[src/rtl/data_mem_access.sv]
// Memory-stage load/store unit: checks alignment, issues one word-aligned request
// per access, and returns lane-shifted load data with a one-cycle done pulse.
module data_mem_access #(
  parameter int ADDR_WIDTH        = 32,
  parameter int REG_WIDTH_IN_BYTE = 4,
  parameter int REG_WIDTH_IN_BIT  = REG_WIDTH_IN_BYTE * 8
) (
  input  logic                        clk,
  input  logic                        reset,
  input  logic                        req_valid,
  output logic                        req_ready,
  input  logic                        req_is_store,
  input  logic [2:0]                  req_funct3,
  input  logic [ADDR_WIDTH-1:0]       req_addr,
  input  logic [REG_WIDTH_IN_BIT-1:0] req_wdata,
  output logic                        mem_req,
  input  logic                        mem_gnt,
  output logic [ADDR_WIDTH-1:0]       mem_addr,
  output logic                        mem_we,
  output logic [3:0]                  mem_wstrb,
  output logic [REG_WIDTH_IN_BIT-1:0] mem_wdata,
  input  logic                        mem_rvalid,
  input  logic [REG_WIDTH_IN_BIT-1:0] mem_rdata,
  output logic                        busy,
  output logic                        done,
  output logic                        fault,
  output logic [REG_WIDTH_IN_BIT-1:0] read_data,
  output logic [3:0]                  write_width,
  output logic [2:0]                  funct3_out
);

  typedef enum logic [1:0] {IDLE, REQ, WAIT, DONE} state_t;

  state_t state_reg, state_next;

  logic [2:0]                  funct3_reg;
  logic [1:0]                  lane_reg;
  logic                        is_store_reg;
  logic                        fault_reg;
  logic [ADDR_WIDTH-1:0]       mem_addr_reg;
  logic                        mem_we_reg;
  logic [3:0]                  mem_wstrb_reg;
  logic [REG_WIDTH_IN_BIT-1:0] mem_wdata_reg;
  logic [REG_WIDTH_IN_BIT-1:0] read_data_reg;
  logic [3:0]                  write_width_reg;

  logic [1:0]                  req_size;
  logic                        req_illegal;
  logic                        req_misaligned;
  logic                        req_fault;
  logic [3:0]                  req_strb;
  logic [3:0]                  req_width;
  logic [REG_WIDTH_IN_BIT-1:0] store_lanes;

  assign req_size = req_funct3[1:0];

  always_comb begin
    req_illegal = 1'b1;
    if (req_is_store) begin
      req_illegal = (req_funct3 > 3'd2);
    end else begin
      case (req_funct3)
        3'b000, 3'b001, 3'b010, 3'b100, 3'b101: req_illegal = 1'b0;
        default:                                 req_illegal = 1'b1;
      endcase
    end
  end

  always_comb begin
    req_misaligned = 1'b0;
    if (req_size == 2'd1) req_misaligned = req_addr[0];
    if (req_size == 2'd2) req_misaligned = (req_addr[1:0] != 2'b00);
  end

  assign req_fault = req_illegal | req_misaligned;

  always_comb begin
    req_strb  = 4'b0000;
    req_width = 4'd4;
    case (req_size)
      2'd0: begin
        req_strb  = 4'b0001 << req_addr[1:0];
        req_width = 4'd1;
      end
      2'd1: begin
        req_strb  = 4'b0011 << req_addr[1:0];
        req_width = 4'd2;
      end
      default: begin
        req_strb  = 4'b1111;
        req_width = 4'd4;
      end
    endcase
    if (!req_is_store) req_strb = 4'b0000;
  end

  // Narrow stores replicate their data across every lane so any strobe pattern picks it up.
  genvar gi;
  generate
    for (gi = 0; gi < REG_WIDTH_IN_BYTE; gi++) begin : g_lane
      assign store_lanes[8*gi +: 8] =
        (req_size == 2'd0) ? req_wdata[7:0] :
        (req_size == 2'd1) ? req_wdata[8*(gi%2) +: 8] :
                             req_wdata[8*gi +: 8];
    end
  endgenerate

  always_ff @(posedge clk) begin
    if (reset) begin
      state_reg       <= IDLE;
      funct3_reg      <= '0;
      lane_reg        <= '0;
      is_store_reg    <= 1'b0;
      fault_reg       <= 1'b0;
      mem_addr_reg    <= '0;
      mem_we_reg      <= 1'b0;
      mem_wstrb_reg   <= '0;
      mem_wdata_reg   <= '0;
      read_data_reg   <= '0;
      write_width_reg <= '0;
    end else begin
      state_reg <= state_next;
      if (state_reg == IDLE && req_valid) begin
        funct3_reg      <= req_funct3;
        fault_reg       <= req_fault;
        write_width_reg <= (req_fault || req_is_store) ? 4'd0 : req_width;
        if (!req_fault) begin
          lane_reg      <= req_addr[1:0];
          is_store_reg  <= req_is_store;
          mem_addr_reg  <= {req_addr[ADDR_WIDTH-1:2], 2'b00};
          mem_we_reg    <= req_is_store;
          mem_wstrb_reg <= req_strb;
          if (req_is_store) mem_wdata_reg <= store_lanes;
        end
      end
      if (state_reg == WAIT && mem_rvalid && !is_store_reg) begin
        read_data_reg <= mem_rdata >> {lane_reg, 3'b000};
      end
    end
  end

  always_comb begin
    state_next = state_reg;
    req_ready  = 1'b0;
    busy       = 1'b1;
    mem_req    = 1'b0;
    done       = 1'b0;
    fault      = 1'b0;
    case (state_reg)
      IDLE: begin
        req_ready = 1'b1;
        busy      = 1'b0;
        if (req_valid) state_next = req_fault ? DONE : REQ;
      end
      REQ: begin
        mem_req = 1'b1;
        if (mem_gnt) state_next = WAIT;
      end
      WAIT: begin
        if (mem_rvalid) state_next = DONE;
      end
      DONE: begin
        done       = 1'b1;
        fault      = fault_reg;
        state_next = IDLE;
      end
      default: state_next = IDLE;
    endcase
  end

  assign mem_addr    = mem_addr_reg;
  assign mem_we      = mem_we_reg;
  assign mem_wstrb   = mem_wstrb_reg;
  assign mem_wdata   = mem_wdata_reg;
  assign read_data   = read_data_reg;
  assign write_width = write_width_reg;
  assign funct3_out  = funct3_reg;

endmodule
[config.mk]
export PLATFORM = sky130hd
export DESIGN_NAME = data_mem_access
export DESIGN_NICKNAME = d
export VERILOG_FILES = /design/src/rtl/data_mem_access.sv
export SDC_FILE = /design/constraint.sdc
export NUM_CORES = 1
export LEC_CHECK = 0
export CAP_MARGIN = 15
export CELL_PAD_IN_SITES_DETAIL_PLACEMENT = 1
export CELL_PAD_IN_SITES_GLOBAL_PLACEMENT = 1
export CORE_MARGIN = 2
export CORE_UTILIZATION = 40
export CTS_BUF_LIST = sky130_fd_sc_hd__clkbuf_2
export DETAILED_ROUTE_END_ITERATION = 10
export DONT_BUFFER_PORTS = 1
export GPL_TIMING_DRIVEN = 1
export PLACE_DENSITY = 0.8
export SYNTH_ARGS = -nofsm -noshare
export SYNTH_HDL_FRONTEND = slang
export SYNTH_SLANG_ARGS = --single-unit
[constraint.sdc]
create_clock -name clk -period 1.8 [get_ports clk]
set_input_delay 0.18 -clock clk [delete_from_list [all_inputs] [get_ports clk]]
set_output_delay 0.18 -clock clk [all_outputs]
set_load 0.01 [all_outputs]
# Word-level counts from Yosys, hierarchy flattened
# Cells that the tools add are included.
# Widths: inputs -> output; s select.
[word_totals]
mem_count = 0
reg_bits = 111
latchBits = 0
word_cells = 64
input_bits = 105
out_inout_bits = 113
rom_bits = 0
ram_bits = 0
[classes]
add_sub_neg = 0
eq_ne = 12
n_lt_le_gt_ge = 1
n_mul = 0
reduce_logical = 13
muxes = 23
shifts = 3
bitwise_logic = 2
div = 0
[op_table]
columns = ["op", "n"]
rows = [
  ["$mux 8", 5],
  ["$shr 32x5->32", 1],
  ["$mux 1", 9],
  ["$mux 2", 4],
  ["$mux 4", 2],
  ["$pmux 2 s4", 1],
  ["$pmux 4 s2", 1],
  ["$eq 2x2->1 const B", 3],
  ["$eq 3x3->1 const B", 2],
  ["$ne 2x2->1 const B", 3],
  ["$pmux 3 s2", 1],
  ["$reduce_and 3->1", 2],
  ["$reduce_or 5->1", 1],
  ["$eq 2x1->1 const B", 2],
  ["$logic_not 2->1", 2],
  ["$shl 1x2->4 const A", 1],
  ["$shl 2x2->4 const A", 1],
  ["$eq 3x1->1 const B", 1],
  ["$eq 3x2->1 const B", 1],
  ["$gt 3x2->1 const B", 1],
  ["$logic_and 1x1->1", 3],
  ["$logic_not 3->1", 1],
  ["$reduce_and 2->1", 1],
  ["$reduce_bool 2->1", 1],
  ["other kinds (4)", 4],
]

# Longest topological paths before layout
# Gate-level depths: netlist (run 1).
[logic_depth]
depth_word = 8
depth_mapped = 7

# Least setup slack after synthesis (run 1)
# OpenSTA, ideal clock, no wires.
[synth_timing]
path_kind = "reg2reg"
from = "register state_reg[0]"
to = "register mem_wdata_reg[14] (netlist: mem_wdata[14])"
path_buffers = 2
arrival_time_ps = 1785
setup_ps = 123
slack_ps = -108
period_less_slack_ps = 1908
path_stages_with_launch = 8
path_cell_list = "dfxtp_1 inv_1 ha_1 and2_1 buf_2 o2111ai_2 buf_2 mux2_1"
[synth_between]
elab_chain_len = 3
[synth_rtl]
columns = ["item", "line", "source"]
rows = [
  ["start, declared", "34", "state_t state_reg, state_next;"],
  ["start signal, assigned", "122", "state_reg <= state_next;"],
  ["$logic_not 2->1", "123", "if (state_reg == IDLE && req_valid) begin"],
  ["$logic_and 1x1->1", "123", ""],
  ["$reduce_and 3->1 (no source line)", "--", ""],
  ["end signal, assigned", "133", "if (req_is_store) mem_wdata_reg <= store_lanes;"],
  ["end, declared", "43", "logic [REG_WIDTH_IN_BIT-1:0] mem_wdata_reg;"],
]
# No other way between the ends.
# A chain may end at the register's enable or synchronous reset.

# Worst setup path in the final report (run 1)
[layout_timing]
from = "register lane_reg[1]"
to = "register read_data_reg[11] (netlist: read_data[11])"
[layout_between]
elab_chain_len = 1
[layout_rtl]
columns = ["item", "line", "source"]
rows = [
  ["start, declared", "37", "logic [1:0] lane_reg;"],
  ["start signal, assigned", "128", "lane_reg <= req_addr[1:0];"],
  ["$shr 32x5->32", "137", "read_data_reg <= mem_rdata >> {lane_reg, 3'b000};"],
  ["end signal, assigned", "137", ""],
  ["end, declared", "44", "logic [REG_WIDTH_IN_BIT-1:0] read_data_reg;"],
]
# No other way between the ends.

==> out/metrics.yaml, run 1 <==
antenna_found_initial: 5
viasPerCell: 5.58
ios: 218
cts-buffers-inserted: 9
clkPwrFrac_pct: 21.9
nets: 793
root_buffer: "clkbuf_2"
drt-wirelength-per-cell_um: 22.3
worst-r2r-cell-count: 3
synthFlopType: "dfxtp_1"
slowest_stage: "dfxtp_1"
path_clk_slew_ns: 0.27
pwr-share-seq_pct: 52.1
grt_max_degree: 74
final_common_cell: "nand2_1"
clock_path_buffers: 2
gp_congestion: 0.792
path_cells: "buf_4, a2bb2oi_1, a21oi_1"
cpPeakStageDelay_ns: 0.78
crit_start: "lane_reg[1]$_SDFFE_PP0P_"
cts_tree: "yes"
critPathKind: "reg -> reg"
worstHoldEndpoint: "state_reg[1]$_SDFFE_PP0P_"
period_share_pct: 99.6
grt.overflow.total: 0
post-route-min-period_ns: 1.79
grt_pass1_vias: 5289
r2r_end: "read_data[11]$_SDFFE_PP0P_"
syn_inst: 597
startpoint_type: "flip-flop"
status: "complete, no violations"
drc: 0
required_ns: 2.28
cts_sinks: 110
avgSynthCellArea_um2: 8.96
dp_hpwl_um: 10800
clk_latency_ns: 0.58
fin_skew_ns: 0.0297
drtPass1Iterations: 4
coreArea_mm2: 0.0131
r2r-start: "lane_reg[1]$_SDFFE_PP0P_"
htree_levels: 3
syn_to_final_growth_pct: 27.8
ys_types: 50
hold_start: "req_funct3[0]"
ir_worst_vdd_v: 0.000320
num_vias: 4852
start_util_pct: 40.7
cp_top_family: "flip-flops"
drt_iter0_drc: 283
hold_path.class: "in -> reg"
p_comb_share_pct: 26.0
die_h_um: 120
path_buf_inv: 1
pwr_density_cell_mw_per_mm2: 842
drv_cap: 0
row_count: 42
fmax_ghz: 0.558
drive_gt1_share_pct: 12.3
ant_nets: 0
grt_pass1_wl_um: 29100
maxSlewViolCount: 0
p_leak_uw: 0.00256
finalHoldViolCount: 0
hold_depth: 3
arrival_ns: 2.27
cp_max_fo: 15
r2r_setup_slack_ns: 0.008
grt.total_usage_pct: 26.0
final_cell_mix: "153 x nand2_1, 109 x dlygate4sd3_1, 107 x dfxtp_1, 75 x mux2i_1, 47 x a21oi_1"
power.internal_uw: 3820
tightest_slew_ns: 1.06
die_x_um: 120
swShare_pct: 33.6
synthArstFlopShare_pct: 0
fin_area_mm2: 0.00683
synth_enable_flop_cells: 0
placement.cell_area_mm2: 0.00548
io_buffers: 0
drt_wl_total_um: 19400
setup_viol: 0
yosysWarnings: 0
syn_area_mm2: 0.00535
crit_path_end_kind: "flip-flop"
p_switching_uw: 1930
relSlewSlack_pct: 29.5
dieArea_mm2: 0.0143
ys_seq_elements: 110
p_total_uw: 5750
rsz0062_at_grt: "yes"
ys_seq_area_share_pct: 41.2
-- Yosys cell counts, types with 10 or more instances --
cell	instances	area [µm²]
a21oi_1	48	240
clkbuf_1	34	128
dfxtp_1	110	2200
mux2_2	22	248
mux2i_1	75	751
nand2_1	153	574
nand2b_1	11	68.8
nand3_1	10	50.1
nor2b_1	11	68.8
o21ai_0	19	95.1
-- worst min-delay path, cell delays in order --
cell and delay (ns):
or4_4 0.11, nand3_1 0.07, a311oi_1 0.25
-- routing by layer --
layer,global-route usage (%),wire length [µm],vias to the layer above
met5,0,0,-
met2,48.1,10300,216
li1,-,-,2231
met1,25.2,6650,2350
met3,7.79,1500,55
met4,15.9,940,0
-- layout make-up --
| type | count | area, µm² |
|---|---|---|
| timing repair buffer | 129 | 1360 |
| clock inverter | 7 | 88.8 |
| sequential | 110 | 2210 |
| fill | 1510 | 6300 |
| tap | 176 | 220 |
| clock buffer | 9 | 45.0 |
| multi-input combinational | 429 | 2870 |
| antenna | 5 | 12.5 |
| inverter | 5 | 20.0 |
-- through the flow --
stage	TNS [ns]	utilization, %	hold WS, ns	std cells	setup slack, ns
after global routing	-0.123	52.0	0.0377	870	-0.112
after floorplan	0	-	0.316	599	0.0457
after CTS	0	51.4	0.00326	861	0.00256
after detailed placement	0	41.7	0.257	733	0.114
after global placement	0	41.7	0.254	733	0.185
final	0	52.0	0.0870	870	0.00774
-- logic make-up after synthesis --
| kind of cell | synth area share, % |
|---|---|
| AND/OR/NAND/NOR | 18.5 |
| adder cells (fa/ha/maj) | 0.936 |
| buffers and inverters | 5.66 |
| flip-flops | 41.2 |
| AO/OA/AOI/OAI | 11.1 |
| multiplexers | 22.5 |
| other | 0.0701 |
-- worst max path at each step --
stage | to | cells after the start
global route | read_data[11]$_SDFFE_PP0P_ | 3
finish | read_data[11]$_SDFFE_PP0P_ | 3
detailed placement | mem_wdata[14]$_SDFFE_PP0P_ | 5
CTS | mem_wstrb[3]$_SDFFE_PP0P_ | 4
floorplan | mem_wdata[14]$_SDFFE_PP0P_ | 7
global placement | mem_wdata[15]$_SDFFE_PP0P_ | 5
-- what timing repair did --
item                       in CTS  in global routing
resized for setup               3                  6
hold buffers                  112                  1
setup buffers                   0                  3
hold endpoints to repair      110                  1
gates cloned                    0                  1
setup endpoints to repair       1                 52
pin swaps                       0                  1
-- power groups by stage --
stage          registers [µW]  clock network (µW)  logic [µW]
6_report                 3000                1260        1490
5_1_grt                  3030                1410        1620
4_1_cts                  2990                1330        1420
3_5_place_dp             3030                   0        1120
3_3_place_gp             3010                   0        1060
2_1_floorplan            2940                   0         944
(Power assumes the default switching activity.)
==> run 2: changes to the inputs <==
SKIP_LAST_GASP = 1   (was default)
==> results of run 2 <==
Final layout, timing and power as in run 1 (identical DEF).
